--- config.mk ---
export PLATFORM = sky130hd
export DESIGN_NAME = rgb_rescale_flat
export DESIGN_NICKNAME = d
export VERILOG_FILES = /design/src/rtl/rgb_rescale_if.sv /design/src/rtl/rgb_rescale.sv /design/src/flat_wrapper.sv
export SDC_FILE = /design/constraint.sdc
export NUM_CORES = 1
export LEC_CHECK = 0
export CORE_AREA = 3 3 227 229
export DETAILED_ROUTE_END_ITERATION = 10
export DIE_AREA = 0 0 230 232
export GPL_ROUTABILITY_DRIVEN = 0
export GPL_TIMING_DRIVEN = 0
export PLACE_DENSITY_LB_ADDON = 0.12
export SLEW_MARGIN = 20
export SYNTH_ARGS = -nofsm -noshare
export SYNTH_HDL_FRONTEND = slang
export SYNTH_SLANG_ARGS = --single-unit
--- constraint.sdc ---
create_clock -name clk -period 3.38 [get_ports clk]
set_input_delay 0.338 -clock clk [delete_from_list [all_inputs] [get_ports clk]]
set_output_delay 0.338 -clock clk [all_outputs]
set_load 0.02 [all_outputs]
--- src/rtl/rgb_rescale_if.sv ---
// Pixel stream bundle for rgb_rescale: source pixel with its channel-max metadata
// and the rescaled output pixel.
interface rgb_rescale_if #(
    parameter int CH_W = 8
);
    logic                src_valid;
    logic [3*CH_W-1:0]   src_data;
    logic [CH_W-1:0]     src_max;
    logic [1:0]          src_index;
    logic [CH_W-1:0]     src_enh;
    logic                src_last;
    logic                dst_valid;
    logic [3*CH_W-1:0]   dst_data;
    logic                dst_last;

    modport master (
        output src_valid, src_data, src_max, src_index, src_enh, src_last,
        input  dst_valid, dst_data, dst_last
    );

    modport slave (
        input  src_valid, src_data, src_max, src_index, src_enh, src_last,
        output dst_valid, dst_data, dst_last
    );
endinterface

--- src/rtl/rgb_rescale.sv ---
// Rebuilds an RGB pixel from its CLAHE-enhanced max: channel = c*enh/max via a
// fully pipelined restoring divider. Optional macro RGB_RESCALE_ROUND_EN rounds half up.
module rgb_rescale #(
    parameter int CH_W = 8
) (
    input  logic          clk,
    input  logic          rst_n,
    rgb_rescale_if.slave  bus
);
    localparam int PIPE = CH_W + 2;

    // Index 0 is the multiply stage; index k holds k quotient bits.
    logic [CH_W-1:0] rem_reg [0:CH_W][0:2];
    logic [CH_W-1:0] quo_reg [0:CH_W][0:2];
    logic [CH_W-1:0] low_reg [0:CH_W-1][0:2];
    logic            sat_reg [0:CH_W][0:2];
    logic [CH_W-1:0] max_reg [0:CH_W];
    logic [CH_W-1:0] enh_reg [0:CH_W];
    logic [1:0]      idx_reg [0:CH_W];
    logic            zero_reg [0:CH_W];

    logic [PIPE-1:0]   valid_sr;
    logic [PIPE-1:0]   last_sr;
    logic [3*CH_W-1:0] data_reg;
    logic [CH_W-1:0]   res_c [0:2];

    always_ff @(posedge clk or negedge rst_n) begin
        if (!rst_n) begin
            max_reg[0]  <= '0;
            enh_reg[0]  <= '0;
            idx_reg[0]  <= '0;
            zero_reg[0] <= 1'b0;
        end else begin
            max_reg[0]  <= bus.src_max;
            enh_reg[0]  <= bus.src_enh;
            idx_reg[0]  <= bus.src_index;
            zero_reg[0] <= (bus.src_max == '0);
        end
    end

    genvar gi, gc;
    generate
        for (gc = 0; gc < 3; gc++) begin : g_mul
            logic [CH_W-1:0]   c_in;
            logic [2*CH_W-1:0] prod;
            assign c_in = bus.src_data[gc*CH_W +: CH_W];
            assign prod = (2*CH_W)'(c_in) * (2*CH_W)'(bus.src_enh);

            always_ff @(posedge clk or negedge rst_n) begin
                if (!rst_n) begin
                    rem_reg[0][gc] <= '0;
                    low_reg[0][gc] <= '0;
                    quo_reg[0][gc] <= '0;
                    sat_reg[0][gc] <= 1'b0;
                end else begin
                    rem_reg[0][gc] <= prod[2*CH_W-1:CH_W];
                    low_reg[0][gc] <= prod[CH_W-1:0];
                    quo_reg[0][gc] <= '0;
                    sat_reg[0][gc] <= (c_in > bus.src_max);
                end
            end
        end

        for (gi = 1; gi <= CH_W; gi++) begin : g_stage
            always_ff @(posedge clk or negedge rst_n) begin
                if (!rst_n) begin
                    max_reg[gi]  <= '0;
                    enh_reg[gi]  <= '0;
                    idx_reg[gi]  <= '0;
                    zero_reg[gi] <= 1'b0;
                end else begin
                    max_reg[gi]  <= max_reg[gi-1];
                    enh_reg[gi]  <= enh_reg[gi-1];
                    idx_reg[gi]  <= idx_reg[gi-1];
                    zero_reg[gi] <= zero_reg[gi-1];
                end
            end

            for (gc = 0; gc < 3; gc++) begin : g_ch
                logic [CH_W:0] trial;
                logic [CH_W:0] diff;
                logic          ge;
                // Bring down the next dividend bit; remainder stays below max
                // whenever c <= max, so it fits back into CH_W bits.
                assign trial = {rem_reg[gi-1][gc], low_reg[gi-1][gc][CH_W-1]};
                assign diff  = trial - {1'b0, max_reg[gi-1]};
                assign ge    = (trial >= {1'b0, max_reg[gi-1]});

                always_ff @(posedge clk or negedge rst_n) begin
                    if (!rst_n) begin
                        rem_reg[gi][gc] <= '0;
                        quo_reg[gi][gc] <= '0;
                        sat_reg[gi][gc] <= 1'b0;
                    end else begin
                        rem_reg[gi][gc] <= ge ? diff[CH_W-1:0] : trial[CH_W-1:0];
                        quo_reg[gi][gc] <= {quo_reg[gi-1][gc][CH_W-2:0], ge};
                        sat_reg[gi][gc] <= sat_reg[gi-1][gc];
                    end
                end

                if (gi < CH_W) begin : g_low
                    always_ff @(posedge clk or negedge rst_n) begin
                        if (!rst_n) begin
                            low_reg[gi][gc] <= '0;
                        end else begin
                            low_reg[gi][gc] <= low_reg[gi-1][gc] << 1;
                        end
                    end
                end
            end
        end

        for (gc = 0; gc < 3; gc++) begin : g_out
            logic [CH_W-1:0] q_fin;
`ifdef RGB_RESCALE_ROUND_EN
            logic round_up;
            assign round_up = ({rem_reg[CH_W][gc], 1'b0} >= {1'b0, max_reg[CH_W]});
            assign q_fin    = (round_up && (quo_reg[CH_W][gc] != '1))
                              ? quo_reg[CH_W][gc] + 1'b1 : quo_reg[CH_W][gc];
`else
            assign q_fin    = quo_reg[CH_W][gc];
`endif
            always_comb begin
                res_c[gc] = q_fin;
                if (zero_reg[CH_W]) begin
                    res_c[gc] = enh_reg[CH_W];
                end else if (idx_reg[CH_W] == 2'(gc)) begin
                    res_c[gc] = enh_reg[CH_W];
                end else if (sat_reg[CH_W][gc]) begin
                    res_c[gc] = '1;
                end
            end
        end
    endgenerate

    always_ff @(posedge clk or negedge rst_n) begin
        if (!rst_n) begin
            valid_sr <= '0;
            last_sr  <= '0;
            data_reg <= '0;
        end else begin
            valid_sr <= {valid_sr[PIPE-2:0], bus.src_valid};
            last_sr  <= {last_sr[PIPE-2:0], bus.src_last};
            data_reg <= {res_c[2], res_c[1], res_c[0]};
        end
    end

    assign bus.dst_valid = valid_sr[PIPE-1];
    assign bus.dst_last  = last_sr[PIPE-1];
    assign bus.dst_data  = data_reg;
endmodule

--- src/flat_wrapper.sv ---
// flat-port wrapper written by rule: the top's interface ports become plain ports
module rgb_rescale_flat 
#(
    parameter int CH_W = 8
)
  (clk, rst_n, bus_src_valid, bus_src_data, bus_src_max, bus_src_index, bus_src_enh, bus_src_last, bus_dst_valid, bus_dst_data, bus_dst_last);
  rgb_rescale_if #(.CH_W(CH_W)) bus_i ();
  input  logic clk;
  input  logic rst_n;
  input wire logic [$bits(bus_i.src_valid)-1:0] bus_src_valid;
  input wire logic [$bits(bus_i.src_data)-1:0] bus_src_data;
  input wire logic [$bits(bus_i.src_max)-1:0] bus_src_max;
  input wire logic [$bits(bus_i.src_index)-1:0] bus_src_index;
  input wire logic [$bits(bus_i.src_enh)-1:0] bus_src_enh;
  input wire logic [$bits(bus_i.src_last)-1:0] bus_src_last;
  output wire logic [$bits(bus_i.dst_valid)-1:0] bus_dst_valid;
  output wire logic [$bits(bus_i.dst_data)-1:0] bus_dst_data;
  output wire logic [$bits(bus_i.dst_last)-1:0] bus_dst_last;
  assign bus_i.src_valid = bus_src_valid;
  assign bus_i.src_data = bus_src_data;
  assign bus_i.src_max = bus_src_max;
  assign bus_i.src_index = bus_src_index;
  assign bus_i.src_enh = bus_src_enh;
  assign bus_i.src_last = bus_src_last;
  assign bus_dst_valid = bus_i.dst_valid;
  assign bus_dst_data = bus_i.dst_data;
  assign bus_dst_last = bus_i.dst_last;
  rgb_rescale #(.CH_W(CH_W)) u_core (.clk(clk), .rst_n(rst_n), .bus(bus_i));
endmodule
==> key figures <==
Status
  • Status: finished, violations left
  • Failing checks: setup timing

Yosys
  • YS warnings: 0
  • Syn Area/Cell: 11.69 µm²
  • Cell area after synthesis: 33780 µm²
  • EDFF count, synth: 0
  • Primary FF master, synth: dfrtp_1
  • Async S/R FF share, synth: 100.0%
  • Post-synth net total: 3389
  • Flops & latches, synth: 642
  • Post-synthesis sequential area ratio: 47.55%
  • Synthesized netlist cell count: 2890
  • Synth unique cells: 69

Drt
  • Drt wl/cell: 23.83 µm
  • DRT antenna net count: 0
  • Via count: 23861
  • Drt total wl: 90.80 mm
  • DRC Markers: 0
  • Iteration-0 DRC Markers: 1865
  • Mean number of vias per cell: 6.263
  • First-pass DRT Iterations: 8

Place
  • # port buffers: 71
  • DPL Wire Length: 58.51 mm
  • Placed Cells: 3639
  • Post-DP Area: 36020 µm²

STA
  • Slew Limit Headroom: 41.75%
  • RSZ-0062 raised after global routing: true
  • Worst Tran Pin Value: 0.8679 ns
  • Fin worst setup slack: -0.2899 ns
  • Setup violations, final: 23
  • Setup Skew: 0.03468 ns
  • Clock period minus worst slack: 3.670 ns
  • Slew Viols, Final: 0
  • Final Hold Viols: 0
  • FMAX: 272.5 MHz
  • Tcrit/Tclk final: 108.6%

Global routing
  • Maximum number of pins on one net before global-route repair: 112
  • GR Util All Layers: 34.40%
  • Met3 Use GR: 6.771%
  • Vias in the first global route: 25811
  • First-pass GRT wire length: 141.4 mm
  • GR Overflow Total: 0
  • Met1 Use GR: 37.62%
  • Met2 Track Usage GR: 60.65%
  • Top Usage Layer GRT: met2
  • Initial antenna violation count: 2

Setup path
  • Biggest fanout along the worst timing path: 8
  • RR Startpoint: u_core.max_reg[33]
  • CP Capture Type: flop
  • Reg2Reg Setup Slack: 0.51 ns
  • Worst r2r dst: u_core.g_stage[6].g_ch[1].trial[1]
  • R2R depth: 7
  • CP Data Required Time: 3.85 ns
  • Worst Setup EP: u_core.g_stage[1].g_ch[2].trial[5]
  • Startpoint Class: primary input
  • Crit. Startpoint: bus_src_enh[2]
  • Kind of critical path: in2reg
  • Worst EP arrival: 4.14 ns

Cells and area
  • Commonest non-fill, non-tap cells in the layout: dfrtp_1 (642), ha_1 (300), inv_1 (287)
  • Layout cells sized above 1: 16.10%
  • Final Non-Filler Cells: 3810
  • Largest register FFs: 216
  • Area growth from synthesis to layout: 16.04%
  • Final Cell Area: 39200 µm²
  • Final Net Count: 3583
  • Filler cells: 2766
  • Commonest non-fill, non-tap cell in the layout: dfrtp_1

CTS
  • Max Root-Sink Buffers: 3
  • Skew-Pair Late Insertion Delay: 0.62 ns
  • Clock Tree Root: clkbuf_16
  • Clock Pin Slew Worst Setup and Hold Paths: 0.07 ns
  • H-tree depth: 3
  • CTS Sinks: 642
  • TritonCTS clock tree: yes
  • CTS buffer count: 66

Hold path
  • Worst hold path type: in2reg

Floorplanning
  • Core Footprint: 49860 µm²
  • Die Ht: 232 µm
  • Starting Density: 67.76%
  • Die W: 230 µm
  • I/O pin cnt: 72
  • Num rows: 82
  • Die area: 53360 µm²

Power
  • LEAKAGE: 0.01827 µW
  • Power per cell area: 939.0 nW/µm²
  • Worst vdd ir: 0.0007228 V

Job
  • Maximum Capacitance Violations: 0
-- routing by layer --
metal,up-vias,wire length [µm]
met5,-,0
met4,0,6992
met3,468,5786
met2,1187,46070
met1,11846,31950
li1,10360,-
-- worst max-delay path, stage by stage --
cell and delay [ns]:
buf_12 0.11, clkbuf_16 0.17, nand2_4 0.05, fa_1 0.51, fa_1 0.57, inv_2 0.04
fa_1 0.47, inv_1 0.05, fa_1 0.51, inv_2 0.06, ha_4 0.23, and2_4 0.16
a221oi_4 0.31, o21ai_4 0.13, o221a_4 0.25, xor2_2 0.15
-- how the worst min path moves through the flow --
stage	startpoint	endpoint	slack (ns)	cells past startpoint
floorplan	rst_n	u_core.bus.dst_data[0]	0.04	0
global placement	u_core.sat_reg[26]	u_core.sat_reg[23]	0.33	0
detailed placement	rst_n	u_core.idx_reg[5]	0.20	1
CTS	bus_src_enh[0]	u_core.enh_reg[64]	0.03	1
global route	bus_src_enh[0]	u_core.enh_reg[64]	0.04	1
finish	bus_src_enh[0]	u_core.enh_reg[64]	0.06	1
-- layout make-up --
type / count / area [µm²] / share of cell area [%]
Antenna cell: 1 / 2.502 / 0.006383
Buffer: 29 / 354.1 / 0.9032
Clock buffer: 89 / 1848 / 4.714
Clock inverter: 32 / 344.1 / 0.8777
Inverter: 306 / 1149 / 2.930
Multi-Input combinational cell: 1912 / 17330 / 44.21
Sequential cell: 642 / 16070 / 40.98
Tap cell: 672 / 840.8 / 2.145
Timing Repair Buffer: 127 / 1267 / 3.233
-- power breakdown --
group / leakage, µW / switching [µW] / internal [µW] / total (µW)
clock network: 0.00109 / 3230 / 4150 / 7380
registers: 0.00746 / 1440 / 10100 / 11600
logic: 0.00972 / 9840 / 8030 / 17900
total: 0.0183 / 14500 / 22300 / 36800
-- cell families (layout without fill, tap and decap cells) --
family,after synthesis,in the layout,share of synthesized area (%)
XOR/XNOR,84,84,2.178
buffers and inverters,336,583,3.748
multiplexers,166,166,5.392
AND/OR/NAND/NOR,703,703,11.33
other,0,1,0
flip-flops,642,642,47.55
AO/OA/AOI/OAI,506,506,10.16
adder cells (fa/ha/maj),453,453,19.64
-- stage by stage --
| step | TNS [ns] | util [%] | total power, µW | setup slack [ns] | hold slack [ns] |
|---|---|---|---|---|---|
| after floorplan | -5.397 | - | 23200 | -0.4243 | 0.04241 |
| after global placement | - | 71.90 | 26460 | -23.83 | 0.3312 |
| after detailed placement | -40.50 | 72.24 | 27430 | -1.788 | 0.2011 |
| after CTS | -1.113 | 77.92 | 35990 | -0.1792 | 0.02736 |
| after global routing | -4.558 | 78.62 | 38790 | -0.3383 | 0.03763 |
| final | -3.001 | 78.62 | 36810 | -0.2899 | 0.06118 |
-- synthesized netlist by cell type (27+ instances only) --
cell type  count  area, µm²
and2_1       168       1051
o21ai_0       65      325.3
nor3_1        53      265.3
mux2_2       112       1261
inv_1        306       1149
o211ai_1      34      255.2
a21o_1        28      210.2
a211oi_1      30      225.2
nor2b_1       70      437.9
nand3_1       72      360.4
dfrtp_1      642      16070
fa_1         129       2582
a21oi_1      160      800.8
nand2b_1      27      168.9
nand2_1       89      334.1
nor2_1       133      499.2
o21a_1        56      420.4
xnor2_1       58      508.0
mux2i_1       50      500.5
ha_1         324       4054
-- timing repair --
item / CTS / global route
cloned: 1 / 0
setup buffers: 26 / 16
endpoints found under the hold margin: 240 / 0
pin swaps: 57 / 56
resized for setup: 254 / 50
hold buffers: 8 / 0
setup endpoints to repair: 30 / 23
Note: power is estimated with default switching activity, not from simulation.
